### config.mk
export PLATFORM = sky130hd
export DESIGN_NAME = sqrt_accel
export DESIGN_NICKNAME = d
export VERILOG_FILES = /design/src/rtl/sqrt_accel_pkg.sv /design/src/rtl/sqrt_accel_step.sv /design/src/rtl/sqrt_accel.sv
export SDC_FILE = /design/constraint.sdc
export NUM_CORES = 1
export LEC_CHECK = 0
export BUFFER_PORTS_ARGS = -buffer_cell sky130_fd_sc_hd__buf_2
export CORE_ASPECT_RATIO = 0.7
export CORE_MARGIN = 2
export CORE_UTILIZATION = 40
export DETAILED_ROUTE_END_ITERATION = 10
export PLACE_DENSITY_LB_ADDON = 0.15
export SETUP_SLACK_MARGIN = 0.05
export SLEW_MARGIN = 20
export SYNTH_ARGS = -nofsm -noshare
export SYNTH_HDL_FRONTEND = slang
export SYNTH_SLANG_ARGS = --single-unit
### constraint.sdc
create_clock -name Clk -period 4.15 [get_ports Clk]
set_clock_uncertainty 0.15 [all_clocks]
set_input_delay 1.0375 -clock Clk [delete_from_list [all_inputs] [get_ports Clk]]
set_output_delay 1.0375 -clock Clk [all_outputs]
set_load 0.02 [all_outputs]
### src/rtl/sqrt_accel_pkg.sv
// Shared types and constants for the sqrt_accel square-root coprocessor.
// The rounding mode is selected elsewhere by the SQRT_ROUND_EN macro.
package sqrt_accel_pkg;

    typedef enum logic [2:0] {
        ST_IDLE  = 3'd0,
        ST_ARM   = 3'd1,
        ST_RD_HI = 3'd2,
        ST_RD_LO = 3'd3,
        ST_CALC  = 3'd4,
        ST_ROUND = 3'd5,
        ST_WR    = 3'd6,
        ST_DONE  = 3'd7
    } state_t;

    localparam int SQRT_ITERS = 8;
    localparam int OPND_BYTES = 2;
    localparam int OPND_W     = OPND_BYTES * 8;
    localparam int REM_W      = 10;
    localparam int ROOT_W     = 8;
    localparam int ADDR_W     = 8;

    localparam logic [ADDR_W-1:0] OPND_ADDR    = 8'd16;
    localparam logic [ADDR_W-1:0] OPND_LO_ADDR = 8'd17;
    localparam logic [ADDR_W-1:0] RSLT_ADDR    = 8'd18;

    localparam logic [2:0] LAST_ITER = 3'(SQRT_ITERS - 1);

endpackage

### src/rtl/sqrt_accel_step.sv
// One restoring digit-by-digit square-root iteration (two operand bits in,
// one root bit out). Purely combinational; the top reuses it every CALC cycle.
module sqrt_step
    import sqrt_accel_pkg::*;
(
    input  logic [REM_W-1:0]  rem,
    input  logic [ROOT_W-1:0] root,
    input  logic [1:0]        pair,
    output logic [REM_W-1:0]  rem_next,
    output logic [ROOT_W-1:0] root_next
);

    logic [REM_W+1:0] trial_s;
    logic [REM_W+1:0] divisor_s;
    logic [REM_W+1:0] diff_s;

    // Trial subtraction of {root,01} from the shifted remainder
    always_comb begin
        trial_s   = {rem, pair};
        divisor_s = {2'b00, root, 2'b01};
        diff_s    = trial_s - divisor_s;
        if (trial_s >= divisor_s) begin
            rem_next  = REM_W'(diff_s);
            root_next = (root << 1) | 8'd1;
        end else begin
            rem_next  = REM_W'(trial_s);
            root_next = root << 1;
        end
    end

endmodule

### src/rtl/sqrt_accel.sv
// Square-root coprocessor: reads a 16-bit operand from data memory after the
// host Start/Ack launch, writes the 8-bit root back. SQRT_ROUND_EN selects
// round-to-nearest; otherwise the floor root is written.
module sqrt_accel
    import sqrt_accel_pkg::*;
(
    input  logic              Clk,
    input  logic              Reset,
    input  logic              Start,
    output logic              Ack,
    output logic              Busy,
    output logic [ADDR_W-1:0] MemAddr,
    output logic              MemWrEn,
    output logic [7:0]        MemWrData,
    input  logic [7:0]        MemRdData
);

    state_t              state_r;
    logic [OPND_W-1:0]   opnd_r;
    logic [REM_W-1:0]    rem_r;
    logic [ROOT_W-1:0]   root_r;
    logic [2:0]          iter_r;
    logic                ack_r;
    logic                busy_r;
    logic [ADDR_W-1:0]   mem_addr_r;
    logic                mem_wren_r;
    logic [7:0]          mem_wrdata_r;

    logic [REM_W-1:0]    rem_next_s;
    logic [ROOT_W-1:0]   root_next_s;
    logic [ROOT_W-1:0]   root_rnd_s;

    sqrt_step u_step (
        .rem       (rem_r),
        .root      (root_r),
        .pair      (opnd_r[OPND_W-1:OPND_W-2]),
        .rem_next  (rem_next_s),
        .root_next (root_next_s)
    );

    // Final root adjustment; rem>root means the true root is past the half step
    always_comb begin
`ifdef SQRT_ROUND_EN
        if ((rem_r > REM_W'(root_r)) && (root_r != 8'hFF)) begin
            root_rnd_s = root_r + 8'd1;
        end else begin
            root_rnd_s = root_r;
        end
`else
        root_rnd_s = root_r;
`endif
    end

    // Control FSM with registered memory strobes and handshake outputs
    always_ff @(posedge Clk or negedge Reset) begin
        if (!Reset) begin
            state_r      <= ST_IDLE;
            opnd_r       <= 16'd0;
            rem_r        <= 10'd0;
            root_r       <= 8'd0;
            iter_r       <= 3'd0;
            ack_r        <= 1'b0;
            busy_r       <= 1'b0;
            mem_addr_r   <= 8'd0;
            mem_wren_r   <= 1'b0;
            mem_wrdata_r <= 8'd0;
        end else begin
            mem_addr_r   <= 8'd0;
            mem_wren_r   <= 1'b0;
            mem_wrdata_r <= 8'd0;
            case (state_r)
                ST_IDLE: begin
                    if (Start) begin
                        state_r <= ST_ARM;
                    end else begin
                        state_r <= ST_IDLE;
                    end
                end
                ST_ARM: begin
                    if (!Start) begin
                        state_r    <= ST_RD_HI;
                        busy_r     <= 1'b1;
                        mem_addr_r <= OPND_ADDR;
                    end else begin
                        state_r <= ST_ARM;
                    end
                end
                ST_RD_HI: begin
                    opnd_r[15:8] <= MemRdData;
                    mem_addr_r   <= OPND_LO_ADDR;
                    state_r      <= ST_RD_LO;
                end
                ST_RD_LO: begin
                    opnd_r[7:0] <= MemRdData;
                    rem_r       <= 10'd0;
                    root_r      <= 8'd0;
                    iter_r      <= 3'd0;
                    state_r     <= ST_CALC;
                end
                ST_CALC: begin
                    // Operand shifts left so the next pair is always at the top
                    rem_r  <= rem_next_s;
                    root_r <= root_next_s;
                    opnd_r <= {opnd_r[OPND_W-3:0], 2'b00};
                    iter_r <= iter_r + 3'd1;
                    if (iter_r == LAST_ITER) begin
                        state_r <= ST_ROUND;
                    end else begin
                        state_r <= ST_CALC;
                    end
                end
                ST_ROUND: begin
                    root_r       <= root_rnd_s;
                    mem_addr_r   <= RSLT_ADDR;
                    mem_wren_r   <= 1'b1;
                    mem_wrdata_r <= root_rnd_s;
                    state_r      <= ST_WR;
                end
                ST_WR: begin
                    busy_r  <= 1'b0;
                    ack_r   <= 1'b1;
                    state_r <= ST_DONE;
                end
                ST_DONE: begin
                    if (Start) begin
                        ack_r   <= 1'b0;
                        state_r <= ST_ARM;
                    end else begin
                        state_r <= ST_DONE;
                    end
                end
                default: begin
                    state_r <= ST_IDLE;
                    ack_r   <= 1'b0;
                    busy_r  <= 1'b0;
                    iter_r  <= 3'd0;
                end
            endcase
        end
    end

    assign Ack       = ack_r;
    assign Busy      = busy_r;
    assign MemAddr   = mem_addr_r;
    assign MemWrEn   = mem_wren_r;
    assign MemWrData = mem_wrdata_r;

endmodule

# --- Word-level counts from Yosys, hierarchy flattened ---
# Index checks and enable logic that the tools add are counted.
totals:
  regBits: 59
  latchBits: 0
  ramBits: 0
  rom_bits: 0
  n_memories: 0
classes:
  addsub: 2
  n_mul: 0
  div_mod_pow: 0
  n_lt_le_gt_ge: 1
  n_eq_ne: 10
  shifts: 0
  mux: 20
  bitwise: 0
  n_reduce_logical: 7
op_table:
  columns: ["op", "count"]
  rows:
  - ["one-hot mux 8 bit (2 select lines)", 3]
  - ["one-hot mux 3 bit (8 select lines)", 1]
  - ["one-hot mux 10 bit (2 select lines)", 1]
  - ["== test 3 bit (second input constant)", 5]
  - ["one-hot mux 5 bit (3 select lines)", 1]
  - [">= comparator 12 x 10 -> 1 bit", 1]
  - ["2-to-1 mux 10 bit", 1]
  - ["subtractor 10 bit", 1]
  - ["2-to-1 mux 8 bit", 1]
  - ["nonzero test 2 bit", 4]
  - ["== test 3 x 2 -> 1 bit (second input constant)", 2]
  - ["2-to-1 mux 1 bit", 6]
  - ["one-hot mux 3 bit (2 select lines)", 1]
  - ["2-to-1 mux 5 bit", 1]
  - ["!= test 2 bit (second input constant)", 2]
  - ["one-hot mux 1 bit (2 select lines)", 2]
  - ["AND reduction 2 bit", 2]
  - ["adder 3 x 1 -> 3 bit (second input constant)", 1]
  - ["== test 3 x 1 -> 1 bit (second input constant)", 1]
  - ["logical NOT 3 bit", 1]
  - ["2-to-1 mux 3 bit", 1]
  - ["2-to-1 mux 2 bit", 1]

# --- Logic depth before layout (Yosys ltp) ---
# Gate-level depths: netlist (run 1).
logic_depth:
  ltp_word: 3
  ltp_mapped: 8

# --- Cells and area by module ---
# From an unflattened synthesis (run 1), not the netlist that was laid out.
hier_totals:
  cells_unflattened: 357
  area_unflattened_um2: 3337.0
modules_own_cells:
  columns: ["module", "instances", "cells_each", "area_each_um2"]
  rows:
  - ["sqrt_accel", 1, 269, 2657.5]
  - ["sqrt_step", 1, 88, 679.4]

# --- Worst setup path after synthesis (run 1) ---
# OpenSTA, ideal clock, no wires.
synth_path:
  path_kind: "register to register"
  startpoint: "register rem_r[7]"
  endpoint: "register rem_r[0]"
  t_arrival_ps: 1766
  required_time_ps: 3878
  slack_ps: 2113
  path_stages_with_launch: 7
  n_path_buf: 1
  synth_period_minus_slack_ps: 2037
  cell_sequence: "dfrtp_1 ha_1 a2111oi_4 o31a_1 buf_6 nand3_2 a32o_1"
synth_between:
  elab_chain_len: 3
synth_rtl:
  columns: ["item", "line_no", "rtl"]
  rows:
  - ["start: declaration", "sqrt_accel.sv:20", "logic [REM_W-1:0] rem_r;"]
  - ["start signal: assignment", "sqrt_accel.sv:102", "rem_r <= rem_next_s;"]
  - [">= comparator 12 x 10 -> 1 bit", "sqrt_accel_step.sv:22", "if (trial_s >= divisor_s) begin"]
  - ["2-to-1 mux 10 bit", "sqrt_accel_step.sv:22", null]
  - ["one-hot mux 10 bit (2 select lines)", "sqrt_accel.sv:71", "case (state_r)"]
# No other way between the ends.
# A chain may end at the register's enable or synchronous reset.

# --- Worst setup path after layout (run 1) ---
layout_path:
  startpoint: "register rem_r[1]"
  endpoint: "register rem_r[1]"
# The elaborated chain is that of the path after synthesis.

==> metrics.log, run 1 <==
[metrics] status: finished clean
[metrics] R2R Path End: rem_r[1]
[metrics] CP startpoint kind: register
[metrics] PostCTS Resize Cnt: 0
[metrics] Post-DP Area: a little under 3000 µm²
[metrics] wire length per cell: ~16 µm
[metrics] Worst Setup Slack, final: between 1.5 and 2 ns
[metrics] GR Util All Layers: roughly 18%
[metrics] power density cells: between 800 and 900 nW/µm²
[metrics] CTS Root Buffer Type: sky130_fd_sc_hd__clkbuf_8
[metrics] synthesized instance count: 296
[metrics] final-layout setup total negative slack: 0 ns
[metrics] kind of critical path: reg2reg
[metrics] ranking of synthesized cells by area: sky130_fd_sc_hd__dfrtp_1 48%, sky130_fd_sc_hd__nand2_1 6.3%, sky130_fd_sc_hd__ha_1 5.4%
[metrics] worst IR drop on VDD: between 0.2 and 0.25 mV
[metrics] startpoint of the lowest-slack register-to-register path: rem_r[1]
[metrics] period utilization: between 50% and 60%
[metrics] total core area: roughly 6800 µm²
[metrics] iteration-0 DRC count of the detailed router: approximately 130
[metrics] DRC violation count after routing: 0
[metrics] Worst-Margin Slew: between 0.6 and 0.7 ns
[metrics] via count: 2232
[metrics] R2R cell count: 6
[metrics] number of buffers inserted during clock tree synthesis: 5
[metrics] number of buffers inserted to repair setup after CTS: 0
[metrics] final std cell area, no fill: 3070 µm²
[metrics] Final GP Congestion: around 0.86
[metrics] required arrival time at the worst endpoint: around 4.2 ns
[metrics] Arr. time, crit path: between 2 and 2.5 ns
[metrics] worst reg2reg setup slack: roughly 1.8 ns
[metrics] RSZ-0062 raised after global routing: false
[metrics] die extent in x: between 100 and 150 µm
[metrics] antenna fix cells: 0
[metrics] Final setup viols: 0
[metrics] number of cells in the design after placement: around 400
[metrics] later-pin clock latency in the skew report: about 0.31 ns
[metrics] number of violations of the max-capacitance limit: 0
[metrics] xor and xnor fraction of the mapped netlist area: approximately 2.2%
[metrics] post-placement setup slack: approximately 1.8 ns
[metrics] Design Power: 2.71 mW
[metrics] Post-Synth Simple-Gate Area: about 18%
[metrics] relative max-transition margin: ~57%
[metrics] sequence of cells on the critical path: ha_1 -> a21o_1 -> a31oi_1 -> o31a_1 -> nand3_2 -> a32o_1
[metrics] nets@finish: around 340
[metrics] clock transition time at the flip-flop clock pins of the worst setup and hold paths: approximately 0.09 ns
[metrics] Post-Syn Area: between 2000 and 3000 µm²
[metrics] final count of hold timing violations: 0
[metrics] post-synthesis sequential element count: 53
[metrics] CTS HTree Levels: 2
[metrics] mean instance size in the synthesized netlist: 9.40 µm²
[metrics] Post-Synth Adder-Cell Area: ~5.4%
[metrics] total number of cells along the worst setup path: 6
[metrics] slowest cell delay on critical path: around 0.48 ns
[metrics] EDFF count, synth: 0
[metrics] type of the most critical hold path: reg2reg
[metrics] Final Slew Violations: 0
[metrics] number of clock sinks: 53
[metrics] Most used DFF post-synth: sky130_fd_sc_hd__dfrtp_1
[metrics] Post-CTS Hold Buffers: 0
[metrics] DIE AREA: 7650 µm²
[metrics] Pre-Repair DR Iteration Count: 4
[metrics] static leakage: approximately 1.4 nW
[metrics] initial antenna violation count: 0
[metrics] share of flip-flops with an asynchronous set or reset after synthesis: 100%
[metrics] share of the synthesized area in compound gates (AO/OA/AOI/OAI): a little over a fifth
[metrics] total area of multi-input combinational cells: 1310 µm²
[metrics] overflow left after global routing: 0
[metrics] post-detailed-route via-to-cell ratio: between 5 and 6
[metrics] num rows: 25
[metrics] max frequency: roughly 420 MHz
[metrics] residual antenna-violating net count after detailed routing: 0
[metrics] Synth warnings: 0
[metrics] largest family of logic cells by synthesized area: compound AO/OA/AOI/OAI gates
[metrics] mux share of post-synthesis cell area: 0%
[metrics] number of placed I/O pins: 30
[metrics] effective utilization at floorplan: 41.2%
[metrics] largest driver fanout on the critical path: 10
[metrics] filler cell count: around 670
[metrics] number of cells traversed by the worst hold path: 2
[metrics] area occupied by registers: between 1000 and 1500 µm²
[metrics] kind of capture point of the worst setup path: register
[metrics] area share of the largest cell type after synthesis: 47.7%
[metrics] global-route wire length before repair: 10.3 mm
[metrics] Yosys cell types: 45
[metrics] cell type of the slowest stage on the worst timing path: sky130_fd_sc_hd__o31a_1
[metrics] fraction of final layout cells sized beyond drive strength 1: about 14%
[metrics] HPWL Detailed: between 4 and 5 mm
[metrics] post-layout util: approximately 45%
[metrics] pin count of the biggest net entering global routing: 31
[metrics] Area growth, synth to finish: 10.2%
[metrics] Total Routed Length: between 6 and 7 mm
[metrics] maximum clock insertion buffer count: 2
[metrics] number of cells in the finished layout apart from fillers: approximately 410
[metrics] kind of cell with the highest combined delay on the critical path: compound AO/OA/AOI/OAI gates
[metrics] Die H: 73.8 µm
[metrics] Bufs and invs on worst path: 0
[metrics] hold_ws: 0.333 ns
[metrics] worst setup path endpoint: rem_r[1]
[metrics] buffers added on ports: 24
[metrics] sequential area share after synthesis: approximately 48%
[metrics] via count of the first global-routing pass: about 1900
[metrics] clock tree from TritonCTS: built
[metrics] cell taking the most area after synthesis: sky130_fd_sc_hd__dfrtp_1
[metrics] post-route minimum period: roughly 2.4 ns
[metrics] worst setup path start: rem_r[1]
## synth_stat cells (4+ instances only)
cell and n:
sky130_fd_sc_hd__dfrtp_1 53, sky130_fd_sc_hd__inv_1 14, sky130_fd_sc_hd__o21ai_1 5, sky130_fd_sc_hd__a22oi_1 8
sky130_fd_sc_hd__or3_1 7, sky130_fd_sc_hd__xor2_1 4, sky130_fd_sc_hd__buf_4 6, sky130_fd_sc_hd__nand2_1 47
sky130_fd_sc_hd__nor2_1 10, sky130_fd_sc_hd__clkbuf_1 11, sky130_fd_sc_hd__o21ai_0 20, sky130_fd_sc_hd__o211ai_1 10
sky130_fd_sc_hd__nand3_1 6, sky130_fd_sc_hd__a21oi_1 16, sky130_fd_sc_hd__ha_1 12, sky130_fd_sc_hd__nand4_1 7
sky130_fd_sc_hd__o22ai_1 8, sky130_fd_sc_hd__nor3_1 12
## cells in the final DEF, fill, tap and decap left out, types with 2 or more instances in the layout
cell type	Yosys	routed
sky130_fd_sc_hd__clkbuf_8	0	5
sky130_fd_sc_hd__nor3_1	12	12
sky130_fd_sc_hd__a31oi_1	3	3
sky130_fd_sc_hd__and2_1	2	2
sky130_fd_sc_hd__dfrtp_1	53	53
sky130_fd_sc_hd__a22o_1	2	2
sky130_fd_sc_hd__nand2_1	47	47
sky130_fd_sc_hd__a22oi_1	8	8
sky130_fd_sc_hd__nand3_1	6	6
sky130_fd_sc_hd__nand3_2	3	3
sky130_fd_sc_hd__o22ai_1	8	8
sky130_fd_sc_hd__nor2_1	10	10
sky130_fd_sc_hd__o211ai_1	10	10
sky130_fd_sc_hd__buf_4	6	4
sky130_fd_sc_hd__ha_1	12	12
sky130_fd_sc_hd__a21oi_1	16	16
sky130_fd_sc_hd__a32o_1	2	2
sky130_fd_sc_hd__nor4b_1	2	2
sky130_fd_sc_hd__conb_1	1	5
sky130_fd_sc_hd__nand4_1	7	7
sky130_fd_sc_hd__or3_1	7	7
sky130_fd_sc_hd__inv_1	14	14
sky130_fd_sc_hd__o21ai_1	5	5
sky130_fd_sc_hd__xor2_1	4	4
sky130_fd_sc_hd__buf_2	3	24
sky130_fd_sc_hd__nand2b_1	2	2
sky130_fd_sc_hd__o21ai_0	20	20
sky130_fd_sc_hd__xnor2_1	3	3
## kinds of logic after synthesis
group / count (synthesis)
compound gates: 86
xor+xnor: 7
fa+ha+maj: 12
buf+inv: 35
flops: 53
other cells: 1
simple gates: 102
## layout make-up
cell class                      count  share of cell area, %
Clock buffer                        5                   2.24
Multi-Input combinational cell    212                   42.6
Timing Repair Buffer               28                   4.90
Sequential cell                    53                   43.3
Tap cell                           94                   3.84
Clock inverter                      3                   1.43
Inverter                           14                   1.71
## registers in the layout (all words and copies together) (netlist names)
signal	cells
Ack	1
Busy	1
MemAddr	3
MemWrData	8
iter_r	3
opnd_r	16
rem_r	10
root_r	8
state_r	3
## routing by layer
layer | wire [µm] | vias to the layer above | global-route usage [%]
met1 | 3550 | 1069 | 29.2
met3 | 409 | 10 | 3.55
met4 | 94 | 0 | 5.26
met5 | 0 | - | 0
met2 | 2440 | 64 | 21.9
li1 | - | 1089 | -
## report_power, final
part / internal, mW / switching [mW]
combinational: 0.534 / 0.925
sequential: 0.705 / 0.188
clock: 0.181 / 0.177
total: 1.42 / 1.29
## worst min-delay path by stage
stage	slack [ns]	end	from
global route	0.36	opnd_r[13]	opnd_r[13]
CTS	0.34	root_r[0]	root_r[0]
floorplan	0.30	root_r[0]	root_r[0]
detailed placement	0.32	root_r[0]	root_r[0]
global placement	0.31	opnd_r[9]	opnd_r[9]
finish	0.33	root_r[4]	root_r[4]
## worst reg2reg max path, delay by kind of cell, from the launching register on
kind                       cells  cell delay [ns]
adders and majority gates      1             0.38
and+or+nand+nor                1             0.11
DFF                            1             0.42
AOI/OAI and AO/OA              4             1.20
No activity file was read; power rests on OpenSTA's default activity.
==> inputs of run 2 (changes only) <==
ABC_AREA = 1   (was not set)
clock period = 2.5 ns   (was 4.15 ns; I/O delays follow)
==> run 2 against run 1 <==
Fmax grew 8.0%. Sequential cell count is the same. Sequential share of layout area shrank 1.5 points. Non-clock buffer count shrank 1. Sequential power grew 58%. Cell count grew 14%. Die area grew 2.8%. Combinational power grew 93%. Global-route usage shrank 0.60 points.
==> metrics.log, run 2 <==
[metrics] status: finished clean
[metrics] worst IR drop on VDD: approximately 0.42 mV
[metrics] number of clock sinks: 53
[metrics] hold_ws: between 0.1 and 0.15 ns
[metrics] initial antenna violation count: 0
[metrics] share of the synthesized area in compound gates (AO/OA/AOI/OAI): 9.22%
[metrics] die extent in x: about 110 µm
[metrics] total core area: around 7000 µm²
[metrics] later-pin clock latency in the skew report: about 0.30 ns
[metrics] post-placement setup slack: 0.344 ns
[metrics] number of flip-flops in the largest register: 16
[metrics] residual antenna-violating net count after detailed routing: 0
[metrics] Post-CTS Hold Buffers: 0
[metrics] area share of the largest cell type after synthesis: a little under half
[metrics] commonest non-fill, non-tap cells in the layout: 102 x sky130_fd_sc_hd__nand2_1, 58 x sky130_fd_sc_hd__inv_1, 53 x sky130_fd_sc_hd__dfrtp_1
[metrics] clock tree from TritonCTS: built
[metrics] number of placed I/O pins: 30
[metrics] nets@finish: 396
[metrics] Synth warnings: 0
[metrics] post-detailed-route via-to-cell ratio: roughly 4.8
[metrics] effective utilization at floorplan: a little over two fifths
[metrics] Post-Synth Adder-Cell Area: around 5.2%
[metrics] overflow left after global routing: 0
[metrics] buffers added on ports: 24
[metrics] final count of hold timing violations: 0
[metrics] worst reg2reg setup slack: 0.31 ns
[metrics] share of flip-flops with an asynchronous set or reset after synthesis: 100%
[metrics] sequential area share after synthesis: 46.3%
[metrics] type of the most critical hold path: in2async
[metrics] pin count of the biggest net entering global routing: 34
[metrics] PostCTS Resize Cnt: 0
[metrics] antenna fix cells: 0
[metrics] most flop-heavy register: opnd_r
[metrics] largest family of logic cells by synthesized area: simple AND/OR/NAND/NOR gates
[metrics] R2R Path End: rem_r[9]
[metrics] CTS HTree Levels: 2
[metrics] clock transition time at the flip-flop clock pins of the worst setup and hold paths: 0.09 ns
[metrics] CTS Root Buffer Type: sky130_fd_sc_hd__clkbuf_8
[metrics] most frequent cell after synthesis: sky130_fd_sc_hd__nand2_1
[metrics] DIE AREA: 7860 µm²
[metrics] leading registers by flop count: opnd_r: 16 flops, rem_r: 10 flops
[metrics] fraction of final layout cells sized beyond drive strength 1: 12.8%
[metrics] Die H: 74.8 µm
[metrics] Yosys cell types: 32
[metrics] maximum clock insertion buffer count: 2
[metrics] startpoint of the lowest-slack register-to-register path: root_r[1]
[metrics] via count: about 2300
[metrics] final std cell area, no fill: between 3000 and 4000 µm²
[metrics] Worst-Margin Slew: 0.503 ns
[metrics] number of buffers inserted to repair setup after CTS: 0
[metrics] mux share of post-synthesis cell area: 0%
[metrics] relative max-transition margin: about 66%
[metrics] post-route minimum period: between 2 and 2.5 ns
[metrics] Most used DFF post-synth: sky130_fd_sc_hd__dfrtp_1
[metrics] top post-synthesis cells by count: 102 x sky130_fd_sc_hd__nand2_1, 58 x sky130_fd_sc_hd__inv_1, 53 x sky130_fd_sc_hd__dfrtp_1
[metrics] CP startpoint kind: register
[metrics] number of cells in the design after placement: 460
[metrics] required arrival time at the worst endpoint: between 2 and 3 ns
[metrics] iteration-0 DRC count of the detailed router: between 100 and 150
[metrics] Post-DP Area: approximately 3100 µm²
[metrics] post-synthesis sequential element count: 53
[metrics] power density cells: 1520 nW/µm²
[metrics] period utilization: between 80% and 90%
[metrics] Post-Syn Area: 2860 µm²
[metrics] ranking of synthesized cells by area: sky130_fd_sc_hd__dfrtp_1 46%, sky130_fd_sc_hd__nand2_1 13%, sky130_fd_sc_hd__inv_1 7.6%
[metrics] GR Util All Layers: between 15 and 20%
[metrics] EDFF count, synth: 0
[metrics] synthesized instance count: around 350
[metrics] RSZ-0062 raised after global routing: false
[metrics] Final Slew Violations: 0
[metrics] HPWL Detailed: roughly 4.6 mm
[metrics] Design Power: between 4 and 5 mW
[metrics] number of buffers inserted during clock tree synthesis: 5
[metrics] DRC violation count after routing: 0
[metrics] largest driver fanout on the critical path: 11
[metrics] static leakage: 1.71 nW
[metrics] global-route wire length before repair: 10.6 mm
[metrics] cell taking the most area after synthesis: sky130_fd_sc_hd__dfrtp_1
[metrics] leading cell type in the layout, fill and taps excluded: sky130_fd_sc_hd__nand2_1
[metrics] max frequency: around 460 MHz
[metrics] Final GP Congestion: a little over 0.8
[metrics] Area growth, synth to finish: 10.8%
[metrics] Arr. time, crit path: 2.25 ns
[metrics] xor and xnor fraction of the mapped netlist area: less than 1%
[metrics] final-layout setup total negative slack: 0 ns
[metrics] Worst Setup Slack, final: 0.305 ns
[metrics] mean instance size in the synthesized netlist: between 8 and 9 µm²
[metrics] post-layout util: between 40% and 50%
[metrics] Pre-Repair DR Iteration Count: 4
[metrics] Total Routed Length: ~6 mm
[metrics] Final setup viols: 0
[metrics] R2R cell count: 12
[metrics] number of violations of the max-capacitance limit: 0
[metrics] wire length per cell: between 10 and 15 µm
[metrics] number of cells in the finished layout apart from fillers: around 470
[metrics] Post-Synth Simple-Gate Area: between 20% and 30%
[metrics] num rows: 25
[metrics] kind of critical path: reg2reg
[metrics] via count of the first global-routing pass: between 2000 and 2500
[metrics] kind of capture point of the worst setup path: register
[run 2: cell types whose count changed in the layout (fill, tap and decap cells not counted), moves of 7 or more]
cell and delta:
sky130_fd_sc_hd__nand2_1 +55, sky130_fd_sc_hd__inv_1 +44, sky130_fd_sc_hd__o21ai_0 -16, sky130_fd_sc_hd__nand3_1 +14, sky130_fd_sc_hd__nor3_1 -11, sky130_fd_sc_hd__a21oi_1 -10, sky130_fd_sc_hd__nor2_1 +9, sky130_fd_sc_hd__a22oi_1 -8
sky130_fd_sc_hd__o221ai_1 +7, sky130_fd_sc_hd__or3_1 -7
[run 2: final cells by class]
type / instances / area (µm²)
fill: 670 / 3680
sequential: 53 / 1330
multi-input combinational: 224 / 1220
inverter: 62 / 235
timing repair buffer: 27 / 155
tap: 94 / 118
clock buffer: 7 / 86.3
clock inverter: 1 / 30.0
[run 2: layer usage]
layer  GRT usage [%]  part of all wire (%)  up-vias  wire [µm]
li1                -                     -     1160          -
met1            26.3                    53     1038       3280
met2            24.6                    42       55       2560
met3            2.94                   4.7        5        289
met4            4.44                  0.62        0         38
met5               0                     0        -          0
[run 2: how the worst max path moves through the flow]
stage              start  endpoint  slack [ns]  cells past startpoint
3_5_place_dp   root_r[5]  rem_r[9]        0.34                     12
4_1_cts        root_r[5]  rem_r[9]        0.33                     12
2_1_floorplan   rem_r[4]  rem_r[0]        0.70                      9
5_1_grt        root_r[5]  rem_r[9]        0.13                     12
6_report       root_r[1]  rem_r[9]        0.31                     12
3_3_place_gp   root_r[1]  rem_r[9]        0.35                     12
[run 2: critical path, stage by stage, from the launching register on]
cell,delay (ns)
sky130_fd_sc_hd__dfrtp_1,0.37
sky130_fd_sc_hd__inv_1,0.13
sky130_fd_sc_hd__ha_1,0.32
sky130_fd_sc_hd__nand2_1,0.09
sky130_fd_sc_hd__nand2_1,0.06
sky130_fd_sc_hd__inv_1,0.05
sky130_fd_sc_hd__nand2_1,0.13
sky130_fd_sc_hd__nand3_4,0.15
sky130_fd_sc_hd__nand4_2,0.29
sky130_fd_sc_hd__nand2_1,0.20
sky130_fd_sc_hd__nand2_1,0.06
sky130_fd_sc_hd__nand2_1,0.06
sky130_fd_sc_hd__nand2_1,0.04
[run 2: cells by family after synthesis]
group	after synthesis
AOI/OAI and AO/OA	38
xor gates and xnor gates	3
adders and majority gates	12
buffers and inverters	76
DFF	53
other	1
and+or+nand+nor	166
[run 2: power by group]
group | switching [mW] | internal, mW | total, mW
logic | 1.85 | 0.964 | 2.82
registers | 0.210 | 1.20 | 1.41
clock network | 0.277 | 0.327 | 0.603
total | 2.34 | 2.49 | 4.83
==> inputs of run 3 (changes only) <==
==> constraint.sdc (replaced) <==
create_clock -name Clk -period 2.3 [get_ports Clk]
set_clock_uncertainty 0.15 [all_clocks]
set_input_delay 0.575 -clock Clk [delete_from_list [all_inputs] [get_ports Clk]]
set_output_delay 0.575 -clock Clk [all_outputs]
set_load 0.05 [all_outputs]
==> run 3 against run 2 <==
Utilization increased by 0.60 points. Cell count up 0.85%. Sequential share of layout area is 0.54 points lower. Final area up 1.3%. Non-clock buffer count up 4. Fmax is 5.0% higher. Via count is 1.6% higher. Global-route usage rose by 0.56 points.
==> metrics.log, run 3 (synthesis results as in run 2) <==
[metrics] via count: 2295
[metrics] kind of capture point of the worst setup path: register
[metrics] Final setup viols: 0
[metrics] filler cell count: 679
[metrics] via count of the first global-routing pass: roughly 2100
[metrics] residual antenna-violating net count after detailed routing: 0
[metrics] commonest non-fill, non-tap cells in the layout: 102 x sky130_fd_sc_hd__nand2_1, 58 x sky130_fd_sc_hd__inv_1, 53 x sky130_fd_sc_hd__dfrtp_1
[metrics] Area growth, synth to finish: 12.3%
[metrics] Pre-Repair DR Iteration Count: 4
[metrics] num rows: 25
[metrics] number of clock sinks: 53
[metrics] post-route minimum period: around 2.1 ns
[metrics] pin count of the biggest net entering global routing: 54
[metrics] period utilization: slightly above 90%
[metrics] CTS Root Buffer Type: sky130_fd_sc_hd__clkbuf_8
[metrics] R2R cell count: 10
[metrics] RSZ-0062 raised after global routing: false
[metrics] Post-CTS Hold Buffers: 0
[metrics] overflow left after global routing: 0
[metrics] worst reg2reg setup slack: about 0.21 ns
[metrics] number of cells in the finished layout apart from fillers: 472
[metrics] effective utilization at floorplan: between 40% and 50%
[metrics] global-route wire length before repair: 10.7 mm
[metrics] buffers added on ports: 24
[metrics] number of cells in the design after placement: 462
[metrics] final-layout setup total negative slack: 0 ns
[metrics] CTS HTree Levels: 2
[metrics] maximum clock insertion buffer count: 2
[metrics] DRC violation count after routing: 0
[metrics] clock tree from TritonCTS: built
[metrics] wire length per cell: between 10 and 15 µm
[metrics] Arr. time, crit path: between 2 and 2.5 ns
[metrics] iteration-0 DRC count of the detailed router: around 130
[metrics] status: finished clean
[metrics] total core area: around 6900 µm²
[metrics] Total Routed Length: 6.43 mm
[metrics] number of placed I/O pins: 30
[metrics] area occupied by registers: 1330 µm²
[metrics] DIE AREA: 7860 µm²
[metrics] Final GP Congestion: between 0.8 and 0.9
[metrics] max frequency: around 480 MHz
[metrics] Final Slew Violations: 0
[metrics] leading cell type in the layout, fill and taps excluded: sky130_fd_sc_hd__nand2_1
[metrics] number of flip-flops in the largest register: 16
[metrics] total area of multi-input combinational cells: between 1000 and 1500 µm²
[metrics] fraction of final layout cells sized beyond drive strength 1: ~14%
[metrics] kind of critical path: reg2reg
[metrics] leading registers by flop count: opnd_r: 16 flops, rem_r: 10 flops
[metrics] nets@finish: 400
[metrics] required arrival time at the worst endpoint: about 2.4 ns
[metrics] HPWL Detailed: 4.69 mm
[metrics] GR Util All Layers: between 10% and 20%
[metrics] R2R Path End: rem_r[9]
[metrics] type of the most critical hold path: in2async
[metrics] post-detailed-route via-to-cell ratio: around 5
[metrics] initial antenna violation count: 0
[metrics] number of buffers inserted during clock tree synthesis: 5
[metrics] Worst-Margin Slew: between 0.6 and 0.7 ns
[metrics] relative max-transition margin: between 50% and 60%
[metrics] largest driver fanout on the critical path: 10
[metrics] most flop-heavy register: opnd_r
[metrics] clock transition time at the flip-flop clock pins of the worst setup and hold paths: 0.10 ns
[metrics] startpoint of the lowest-slack register-to-register path: opnd_r[14]
[metrics] die extent in x: between 100 and 150 µm
[metrics] antenna fix cells: 0
[metrics] number of violations of the max-capacitance limit: 0
[metrics] later-pin clock latency in the skew report: ~0.32 ns
[metrics] Die H: between 70 and 80 µm
[metrics] final count of hold timing violations: 0
[metrics] CP startpoint kind: register
[run 3: cell types whose count changed in the layout (fill, tap and decap cells not counted)]
cell,delta
sky130_fd_sc_hd__a21oi_2,-1
sky130_fd_sc_hd__clkinv_4,+1
sky130_fd_sc_hd__buf_4,+4
sky130_fd_sc_hd__nand4_4,+1
sky130_fd_sc_hd__nand4_2,-1
sky130_fd_sc_hd__a21oi_4,+1
sky130_fd_sc_hd__clkbuf_8,-1
[run 3: how the worst max path moves through the flow]
stage | start | end | slack, ns
2_1_floorplan | rem_r[4] | rem_r[0] | 0.50
3_3_place_gp | root_r[1] | rem_r[9] | 0.03
3_5_place_dp | root_r[1] | rem_r[9] | 0.07
4_1_cts | root_r[1] | rem_r[9] | 0.17
5_1_grt | opnd_r[14] | rem_r[9] | 0.05
6_report | opnd_r[14] | rem_r[9] | 0.21
[run 3: metrics by stage]
step,hold WS [ns],utilization [%],cell area (µm²),setup slack (ns)
after global routing,0.279,46.9,3220,0.0517
after floorplan,0.129,-,2880,0.496
after detailed placement,0.319,44.7,3060,0.0727
final,0.196,46.9,3220,0.209
after global placement,0.318,44.7,3060,0.0338
after CTS,0.248,46.4,3180,0.174
[run 3: area by class of cell]
class | count | area share, %
clock buffers | 6 | 2.26
multi-input cells | 224 | 38.6
well taps | 94 | 3.66
repair buffers | 31 | 5.76
inverters | 62 | 7.32
flip-flops and latches | 53 | 41.2
clock inverters | 2 | 1.21
[run 3: routing by layer]
metal / global-route usage (%) / share of wire (%) / vias up
met5: 0 / 0 / -
met4: 5.33 / 0.45 / 0
met3: 3.12 / 4.7 / 2
met2: 25.8 / 43 / 41
met1: 26.6 / 52 / 1086
li1: - / - / 1166
[run 3: critical path: stages (launching register included)]
cell and delay [ns]:
sky130_fd_sc_hd__dfrtp_1 0.48, sky130_fd_sc_hd__inv_1 0.13, sky130_fd_sc_hd__ha_1 0.25, sky130_fd_sc_hd__nand3b_1 0.16, sky130_fd_sc_hd__nand2_1 0.18, sky130_fd_sc_hd__nand3_4 0.18, sky130_fd_sc_hd__nand4_4 0.16, sky130_fd_sc_hd__buf_4 0.14
sky130_fd_sc_hd__nand3_2 0.05, sky130_fd_sc_hd__nand2_1 0.06, sky130_fd_sc_hd__nand2_1 0.05
[run 3: timing repair]
item | 4_1_cts | 5_1_grt
buffers inserted | 0 | 2
gates resized for setup | 1 | 1
endpoints found under the setup margin | 1 | 4
Power of run 3 is not shown: default switching activity piles up to over one toggle a cycle in this logic, so the estimate is an artifact.
